## src/rtl/mem_arb_pkg.sv

```systemverilog
// Shared types and constants for the two-port data-memory arbiter.
package mem_arb_pkg;

  typedef enum logic [2:0] {
    IDLE,
    WR,
    RD1,
    RD2,
    ERR
  } arb_state_t;

  localparam int unsigned MEM_WORDS = 4096;
  localparam logic [31:0] ERR_DATA  = 32'hdead_beef;

  typedef logic port_id_t;

  // Word index is the byte address with the two low bits dropped.
  function automatic logic word_in_range(input logic [31:0] addr, input int unsigned words);
    return {2'b00, addr[31:2]} < words;
  endfunction

endpackage

```

## src/rtl/mem_arbiter_rr_arb2.sv

```systemverilog
// Two-requester round-robin grant; the pointer names the port that wins a tie.
import mem_arb_pkg::*;

module rr_arb2 (
  input  logic       clk_i,
  input  logic       rst_i,
  input  logic [1:0] req_i,
  input  logic       advance_i,
  output logic [1:0] gnt_o
);

  port_id_t ptr_q;

  always_comb begin
    gnt_o = req_i;
    if (req_i == 2'b11) begin
      gnt_o        = 2'b00;
      gnt_o[ptr_q] = 1'b1;
    end
  end

  // After any grant the other port gets priority.
  always_ff @(posedge clk_i or posedge rst_i) begin
    if (rst_i) begin
      ptr_q <= 1'b0;
    end else if (advance_i && (|gnt_o)) begin
      ptr_q <= ~gnt_o[1];
    end
  end

endmodule

```

## src/rtl/mem_arbiter.sv

```systemverilog
// Two-port arbiter and two-cycle access sequencer for ext_mem, with registered
// per-port response pulses and out-of-range rejection.
import mem_arb_pkg::*;

module mem_arbiter #(
  parameter int unsigned MEM_WORDS_P = MEM_WORDS
) (
  input  logic        clk_i,
  input  logic        rst_i,
  input  logic        m0_req_i,
  input  logic        m0_we_i,
  input  logic [3:0]  m0_be_i,
  input  logic [31:0] m0_addr_i,
  input  logic [31:0] m0_wdata_i,
  output logic        m0_gnt_o,
  output logic        m0_rsp_o,
  output logic        m0_err_o,
  output logic [31:0] m0_rdata_o,
  input  logic        m1_req_i,
  input  logic        m1_we_i,
  input  logic [3:0]  m1_be_i,
  input  logic [31:0] m1_addr_i,
  input  logic [31:0] m1_wdata_i,
  output logic        m1_gnt_o,
  output logic        m1_rsp_o,
  output logic        m1_err_o,
  output logic [31:0] m1_rdata_o,
  output logic        mem_req_o,
  output logic        mem_we_o,
  output logic [3:0]  mem_be_o,
  output logic [31:0] mem_addr_o,
  output logic [31:0] mem_wdata_o,
  input  logic [31:0] mem_rdata_i,
  input  logic        mem_ready_i
);

  arb_state_t  state_q;
  port_id_t    owner_q;
  logic        we_q;
  logic [3:0]  be_q;
  logic [31:0] addr_q;
  logic [31:0] wdata_q;
  logic [1:0]  rsp_q;
  logic [1:0]  err_q;
  logic [31:0] rdata_q;

  logic [1:0]  arb_gnt;
  logic        in_idle;
  logic        active;
  logic        we_d;
  logic [3:0]  be_d;
  logic [31:0] addr_d;
  logic [31:0] wdata_d;

  assign in_idle = (state_q == IDLE);

  rr_arb2 u_rr (
    .clk_i     (clk_i),
    .rst_i     (rst_i),
    .req_i     ({m1_req_i, m0_req_i}),
    .advance_i (in_idle),
    .gnt_o     (arb_gnt)
  );

  assign m0_gnt_o = in_idle & arb_gnt[0];
  assign m1_gnt_o = in_idle & arb_gnt[1];

  always_comb begin
    we_d    = m0_we_i;
    be_d    = m0_be_i;
    addr_d  = m0_addr_i;
    wdata_d = m0_wdata_i;
    if (arb_gnt[1]) begin
      we_d    = m1_we_i;
      be_d    = m1_be_i;
      addr_d  = m1_addr_i;
      wdata_d = m1_wdata_i;
    end
  end

  // Response pulses default low each cycle so they last exactly one cycle.
  always_ff @(posedge clk_i or posedge rst_i) begin
    if (rst_i) begin
      state_q <= IDLE;
      owner_q <= 1'b0;
      we_q    <= 1'b0;
      be_q    <= 4'h0;
      addr_q  <= 32'h0;
      wdata_q <= 32'h0;
      rsp_q   <= 2'b00;
      err_q   <= 2'b00;
      rdata_q <= 32'h0;
    end else begin
      rsp_q <= 2'b00;
      err_q <= 2'b00;
      unique case (state_q)
        IDLE: begin
          if (|arb_gnt) begin
            owner_q <= arb_gnt[1];
            we_q    <= we_d;
            be_q    <= be_d;
            addr_q  <= addr_d;
            wdata_q <= wdata_d;
            if (!word_in_range(addr_d, MEM_WORDS_P)) state_q <= ERR;
            else if (we_d)                           state_q <= WR;
            else                                     state_q <= RD1;
          end
        end
        WR: begin
          if (mem_ready_i) begin
            rsp_q[owner_q] <= 1'b1;
            state_q        <= IDLE;
          end
        end
        RD1: begin
          if (mem_ready_i) state_q <= RD2;
        end
        RD2: begin
          if (mem_ready_i) begin
            rdata_q        <= mem_rdata_i;
            rsp_q[owner_q] <= 1'b1;
            state_q        <= IDLE;
          end
        end
        ERR: begin
          rdata_q        <= ERR_DATA;
          rsp_q[owner_q] <= 1'b1;
          err_q[owner_q] <= 1'b1;
          state_q        <= IDLE;
        end
        default: state_q <= IDLE;
      endcase
    end
  end

  // Memory strobes decode straight from the state register so reset drops them at once.
  assign active      = (state_q == WR) || (state_q == RD1) || (state_q == RD2);
  assign mem_req_o   = active;
  assign mem_we_o    = (state_q == WR);
  assign mem_be_o    = active ? be_q    : 4'h0;
  assign mem_addr_o  = active ? addr_q  : 32'h0;
  assign mem_wdata_o = active ? wdata_q : 32'h0;

  assign m0_rsp_o   = rsp_q[0];
  assign m1_rsp_o   = rsp_q[1];
  assign m0_err_o   = err_q[0];
  assign m1_err_o   = err_q[1];
  assign m0_rdata_o = rdata_q;
  assign m1_rdata_o = rdata_q;

endmodule
```

## config.mk

```make
export PLATFORM = sky130hd
export DESIGN_NAME = mem_arbiter
export DESIGN_NICKNAME = d
export VERILOG_FILES = /design/src/rtl/mem_arb_pkg.sv /design/src/rtl/mem_arbiter_rr_arb2.sv /design/src/rtl/mem_arbiter.sv
export SDC_FILE = /design/constraint.sdc
export NUM_CORES = 1
export LEC_CHECK = 0
export CAP_MARGIN = 30
export CORE_MARGIN = 5
export CORE_UTILIZATION = 41
export CTS_CLUSTER_SIZE = 12
export DETAILED_ROUTE_END_ITERATION = 10
export PLACE_DENSITY = 0.87
export SLEW_MARGIN = 40
export SYNTH_ARGS = -nofsm -noshare
export SYNTH_HDL_FRONTEND = slang
export SYNTH_SLANG_ARGS = --single-unit
```

## constraint.sdc

```tcl
create_clock -name clk_i -period 5.6 [get_ports clk_i]
set_input_delay 1.4 -clock clk_i [delete_from_list [all_inputs] [get_ports clk_i]]
set_output_delay 1.4 -clock clk_i [all_outputs]
set_load 0.01 [all_outputs]
```

---- Word level (Yosys, flattened, before mapping) ----
Index checks and enable logic that the tools add are counted.
storage, ports and cells
  register bits ........................... 109
  bits of input ports ..................... 175
  output and inout port bits .............. 140
cells by class
  order comparisons ....................... 5
  equal/unequal tests ..................... 9
  muxes and demuxes ....................... 23
  bitwise gates (word level) .............. 3
  reduce and logical (&&, ||, !) cells .... 12
operator list
  cell                    number
  $mux W32                5
  $pmux W32 S2            1
  $lt A30 B13 Y1 const B  1
  $mux W3                 4
  $pmux W3 S3             1
  $mux W2                 4
  $mux W4                 2
  $eq A3 B2 Y1 const B    2
  $lt A1 B2 Y1 const B    2
  $ne A2 B1 Y1 const B    2
  $ne A2 B2 Y1 const B    2
  $pmux W2 S2             1
  $reduce_and A2 Y1       2
  $reduce_or A2 Y1        2
  $eq A3 B1 Y1 const B    1
  $eq A3 B3 Y1 const B    1
  $logic_and A1 B1 Y1     3
  $logic_not A3 Y1        1
  $mux W1                 3
  $reduce_and A3 Y1       1
  $and A1 B1 Y1           2
  $demux W1 S1            2
  $eq A2 B2 Y1 const B    1
  $ge A1 B1 Y1 const B    2
  other kinds (3)         4

---- Depth between registers and ports, before layout ----
Gate-level depths: netlist of the first run.
  depth after elaboration ................. 10
  gate-level depth with buffers ........... 7

---- Cells and area by module ----
From an unflattened synthesis of the first run, not the netlist that was laid out.
unflattened totals
  cells, all modules ...................... 556
  area, all modules ....................... 5577.8 um2
by module, submodules not included
  module       instances  cells an instance  area an instance (um2)
  mem_arbiter  1          549                5519.0
  rr_arb2      1          7                  58.8

---- Least setup slack after synthesis of the first run ----
Ideal clock, no wire load.
  path kind ............................... input-to-output
  from .................................... in m0_req_i
  to ...................................... out m1_gnt_o
  arrival time ............................ 2.034 ns
  data required time ...................... 4.200 ns
  slack ................................... 2.166 ns
  stages on the path ...................... 4
  path buffers ............................ 1
  cells stage by stage .................... inv_1 -> o21ai_2 -> nor4_4 -> buf_2
on the way
  cells in the longest elaborated chain, start to end .. 3
ends and longest elaborated chain
  item             line                       text
  start, declared  mem_arbiter.sv:10          input logic m0_req_i,
  $eq A2 B2 Y1     mem_arbiter_rr_arb2.sv:16  if (req_i == 2'b11) begin
  $mux W2          mem_arbiter_rr_arb2.sv:16
  $and A1 B1 Y1    mem_arbiter.sv:66          assign m1_gnt_o = in_idle & arb_gnt[1];
  end, declared    mem_arbiter.sv:24          output logic m1_gnt_o,
No other way between the ends.

---- Worst setup path in the final report of the first run ----
  from .................................... in m1_req_i
  to ...................................... out m1_gnt_o
on the way
  cells in the longest elaborated chain, start to end .. 3
ends and longest elaborated chain
  item               line                       text
  start, declared    mem_arbiter.sv:19          input logic m1_req_i,
  $eq A2 B2 Y1       mem_arbiter_rr_arb2.sv:16
  $mux W2 (*)        mem_arbiter_rr_arb2.sv:16
  $and A1 B1 Y1 (*)  mem_arbiter.sv:66
Mark *: on every way between the ends. The rest lies on a longest branch, timed or not.

==> results of run 1 <==
-- path summary, 6_finish.rpt --
| path | start | end | slack (ps) | cells after the start |
|---|---|---|---|---|
| worst max-delay path | m1_req_i | m1_gnt_o | 1310 | 4 |
| max in group asynchronous | rst_i | addr_q[31] | 3440 | 3 |
| worst min register to register | addr_q[29] | addr_q[29] | 470 | 2 |
| min in group asynchronous | rst_i | wdata_q[7] | 1320 | 2 |
| worst min-delay path | addr_q[29] | addr_q[29] | 470 | 2 |
| worst max register to register | state_q[2] | m0_rdata_o[21] | 3330 | 4 |
-- routing by layer --
metal / global-route usage [%] / up-vias / routed length (um)
met5: 0 / - / 0
met4: 9.827 / 0 / 590
met3: 6.130 / 40 / 1645
met2: 40.54 / 258 / 9207
met1: 23.52 / 2263 / 5945
li1: - / 2229 / -
-- cells in the final DEF, fill, tap and decap left out, types with 3 or more instances in the layout --
master             n
o21ai_0           17
mux2i_1           19
nor2_1             3
clkbuf_16          9
o21ai_1            4
and2_1            68
inv_1             51
nor2b_1            4
a222oi_1          50
a22o_1             8
buf_4              6
nor4_1             6
clkdlybuf4s50_1  314
nand2_1           25
o22a_1            24
dfrtp_1          109
-- tightest hold or removal path, cell delays in order (launching register included) --
cell     delay, ps
dfrtp_1        330
nand2_1         40
o21ai_1         60
-- power by group through the flow --
stage	Combinational (W)	Sequential [W]	Clock [W]
global placement	0.000369	0.000969	0
CTS	0.000391	0.000963	0.000703
global route	0.000426	0.000976	0.000734
detailed placement	0.000392	0.000976	0
floorplan	0.000216	0.000953	0
finish	0.000386	0.000963	0.000686
-- sequential cells by signal, indices dropped and copies added (netlist names) --
signal / count
state_q: 3
owner_q: 1
wdata_q: 32
u_rr.ptr_q: 1
err_q: 2
rsp_q: 2
addr_q: 32
be_q: 4
m0_rdata_o: 32
-- cell families (layout without fill, tap and decap cells) --
group	count (synthesis)	after routing	share of synthesized area (%)
flops	109	109	51.74
simple gates	121	121	13.89
compound gates	111	111	18.02
buf+inv	120	391	12.53
mux	20	20	3.821
-- layout make-up --
type                       instances  area [um^2]
fill                             934         4005
timing repair buffer             323         3258
sequential                       109         2728
multi-input combinational        252         1892
clock buffer                      11        242.7
tap                              172        215.2
inverter                          52        197.7
clock inverter                     5        81.33
-- per-stage QoR --
stage	utilization, %	setup WS, ps	power (W)
final	68.26	1306	0.002035
after global routing	68.26	1240	0.002136
after CTS	68.26	1292	0.002057
after detailed placement	65.70	1298	0.001368
after global placement	65.14	1296	0.001338
after floorplan	-	1326	0.001170
==> impl_metrics.ini, run 1 <==
[logic_synthesis]
syn_area_um2 = 5271
yosysSeqAreaShare_pct = 51.74
synth_top_flop_cell = dfrtp_1
ys_warn_count = 0
yosys.area.top_type = dfrtp_1
ys_seq_elements = 109
synth.cells.most_frequent = dfrtp_1, and2_1, inv_1
postSynthCellCount = 481
syn_avg_cell_area_um2 = 10.96
post-synth-top-area-fraction_pct = 51.74
synthesis.nets = 656
synth_edf_count = 0
synthArstFlopShare_pct = 100.0
ys_types = 36
synth_area_leaders = dfrtp_1, a222oi_1, and2_1, buf_4, o22a_1
yosysMostFrequentCell = dfrtp_1

[clock_network]
clk-insertion-delay-late_ps = 340
cts.sinks = 109
cts_resized = 0
htreeDepth = 3
cts_root_buffer = clkbuf_16
post_cts_buffers = 0
clkTransAtPathRegs_ps = 60
clock_path_buffers = 2
cts_hold_buf = 0
cts_tree = yes
cts_buffers = 9

[pwr]
pwr-share-comb_pct = 19.0
ir_drop_v = 0.0001551
p_clk_share_pct = 33.7
p_sw_share_pct = 25.09
power.internal_w = 0.001525
p_leak_nw = 3.691
seqPwrFrac_pct = 47.3
p_sw_w = 0.0005107
powerDensity_nw_per_um2 = 236.3

[worst_setup_path]
cpPeakStageDelay_ps = 640
critPathBufInv = 2
end_kind = output pin
crit_fanout = 4
cp_slowest_cell = clkdlybuf4s50_1
cp_cell_sequence = clkdlybuf4s50_1, o21ai_2, nor4_4, clkdlybuf4s50_1
cpMostUsedCell = clkdlybuf4s50_1
crit_type = primary input to output pin
crit_arrival_ps = 2890
cp.required_ps = 4200
critical_path.top_delay_family = buffers and inverters
worst_setup_path_start_kind = primary input

[sta]
rsz0062_at_grt = false
period_needed_ps = 4294
slew_viol_final = 0
fmax_mhz = 232.9
clock_skew_ps = 7.633
whs_ps = 474.7
setup_violations = 0
fin_crit_sh_pct = 76.67
tightest_slew_ps = 749.3
hold_viol_final = 0
fin_tns_setup_ps = 0
max_slew_margin_pct = 49.94

[global_route]
grt_max_degree = 52
grt_pass1_vias = 4987
grtUsageTotal_pct = 22.11
antenna_found_initial = 0
overflow = 0
grt_first_pass_wirelength_mm = 25.85

[floorplan]
fp.dieW_um = 123.4
start_util_pct = 41.77
dieArea_um2 = 15230
num_rows = 41
die_y_um = 123.4
core-area_um2 = 12620
io_pins = 315

[routing]
viasPerCell = 5.184
drtAntennaViolNets = 0
dr.pass1.iters = 8
drt_iter0_drc = 475
drc_errors = 0
via_count = 4790
wl_per_cell_um = 18.82
routed_wl_mm = 17.39

[job]
maxCapViolCount = 0

[cells_and_area]
area_growth_pct = 63.42
layout.cells.non_filler = 924
final_layout_size_suffix_gt1_share_pct = 4.920
n_antenna_cell = 0
final_net_count = 922
finalInstanceArea_um2 = 8615

[place]
placed_cells = 908
gp_congestion = 0.8141
io_buffer_count = 314
placed_cell_area_um2 = 8290
post-dp-hpwl_mm = 13.67

[min_path]
hp-class = flop to flop

[run_status]
status = finished, final reports clean
(Power assumes the default switching activity.)
==> run 2, diff against run 1 <==
--- a/config.mk
+++ b/config.mk
@@ -7,10 +7,10 @@
 export LEC_CHECK = 0
 export CAP_MARGIN = 30
 export CORE_MARGIN = 5
-export CORE_UTILIZATION = 41
+export CORE_UTILIZATION = 38
 export CTS_CLUSTER_SIZE = 12
 export DETAILED_ROUTE_END_ITERATION = 10
-export PLACE_DENSITY = 0.87
+export PLACE_DENSITY = 0.81
 export SLEW_MARGIN = 40
 export SYNTH_ARGS = -nofsm -noshare
 export SYNTH_HDL_FRONTEND = slang
==> constraint.sdc (replaced) <==
create_clock -name clk_i -period 4.44 [get_ports clk_i]
set_input_delay 1.11 -clock clk_i [delete_from_list [all_inputs] [get_ports clk_i]]
set_output_delay 1.11 -clock clk_i [all_outputs]
set_load 0.01 [all_outputs]
==> run 2 against run 1 <==
Clock power grew 4.2%. Via count about the same. Sequential power increased by 27%. Wire length down 0.16%. Register-to-register slack worse by 1100 ps. Total power up 19%. Die area grew 7.2%. Largest cell class unchanged.
==> impl_metrics.ini, run 2 (same netlist as run 1, synthesis figures left out) <==
[worst_setup_path]
end_kind = output pin
crit_fanout = 4
cp.required_ps = 3330
critPathBufInv = 2
cp_cell_sequence = clkdlybuf4s50_1, o21ai_2, nor4_4, clkdlybuf4s50_1
cpMostUsedCell = clkdlybuf4s50_1
critical_path.top_delay_family = buffers and inverters
crit_arrival_ps = 2620
cp_slowest_cell = clkdlybuf4s50_1
crit_type = primary input to output pin
worst_setup_path_start_kind = primary input
cpPeakStageDelay_ps = 640

[pwr]
powerDensity_nw_per_um2 = 284.2
ir_drop_v = 0.0001682
p_leak_nw = 3.651

[sta]
max_slew_margin_pct = 57.02
fin_crit_sh_pct = 84.11
tightest_slew_ps = 643.4
whs_ps = 473.2
clock_skew_ps = 7.627
rsz0062_at_grt = false
hold_viol_final = 0
fin_tns_setup_ps = 0
slew_viol_final = 0
fin_ws_ps = 705.6
period_needed_ps = 3734
fmax_mhz = 267.8
setup_violations = 0

[clock_network]
cts_resized = 0
htreeDepth = 3
cts_buffers = 9
cts_tree = yes
clkTransAtPathRegs_ps = 70
clk-insertion-delay-late_ps = 340
post_cts_buffers = 0
cts_hold_buf = 0
clock_path_buffers = 2
cts_root_buffer = clkbuf_16
cts.sinks = 109

[global_route]
grt_max_degree = 61
grt_first_pass_wirelength_mm = 26.43
grt_pass1_vias = 5092
antenna_found_initial = 1
grtUsageTotal_pct = 20.46
overflow = 0

[routing]
dr.pass1.iters = 6
viasPerCell = 5.159
routed_wl_mm = 17.36
wl_per_cell_um = 18.71
drtAntennaViolNets = 0
drt_iter0_drc = 524
via_count = 4788
drc_errors = 0

[min_path]
hp-class = flop to flop

[cells_and_area]
area_growth_pct = 61.88
final_common_cell = clkdlybuf4s50_1
final_net_count = 921
final_cell_mix = clkdlybuf4s50_1, dfrtp_1, and2_1
final_layout_size_suffix_gt1_share_pct = 4.418
finalInstanceArea_um2 = 8533
layout.cells.non_filler = 928

[floorplan]
io_pins = 315
die_y_um = 127.8
num_rows = 43
fp.dieW_um = 127.8
core-area_um2 = 13720
dieArea_um2 = 16330
start_util_pct = 38.42

[place]
post-dp-hpwl_mm = 13.52
gp_congestion = 0.8895
io_buffer_count = 314
placed_cell_area_um2 = 8263
placed_cells = 914
pre_cts_ws_ps = 704.2

[run_status]
status = finished, final reports clean

[job]
maxCapViolCount = 0
[run 2: layer usage]
layer | share of wire [%] | GRT usage, %
met5 | 0.046 | 0
met4 | 4.1 | 9.800
met3 | 9.6 | 6.208
met2 | 50 | 35.74
met1 | 36 | 22.69
[run 2: worst paths after layout]
check,start,end,slack (ps),depth (start not counted)
max in group asynchronous,rst_i,wdata_q[1],2350,3
worst min register to register,addr_q[25],addr_q[25],470,2
min in group asynchronous,rst_i,m0_rdata_o[10],1140,2
worst min-delay path,addr_q[25],addr_q[25],470,2
worst max register to register,state_q[2],m0_rdata_o[12],2240,4
worst max-delay path,m1_req_i,m1_gnt_o,710,4
[run 2: worst min-delay path, delay by kind of cell, from the launching register on]
kind / cells / cell delay [ps]
compound gates: 1 / 60
flops: 1 / 340
simple gates: 1 / 40
[run 2: power by group]
group          internal, W  total (W)  switching (W)
logic             0.000279   0.000495       0.000216
clock network     0.000383   0.000715       0.000332
registers          0.00114    0.00122      0.0000789
total              0.00180    0.00243       0.000627
[run 2: stage by stage]
| step | utilization [%] | power [W] |
|---|---|---|
| 2_1_floorplan | - | 0.001475 |
| 3_3_place_gp | 60.23 | 0.001697 |
| 3_5_place_dp | 60.23 | 0.001729 |
| 4_1_cts | 62.07 | 0.002454 |
| 5_1_grt | 62.18 | 0.002559 |
| 6_report | 62.20 | 0.002425 |
[run 2: cell type report]
type	instances	area, um^2
antenna	1	2.502
clock buffer	10	239.0
clock inverter	2	13.76
fill	1119	5186
inverter	52	197.7
multi-input combinational	252	1892
sequential	109	2728
tap	180	225.2
timing repair buffer	322	3236
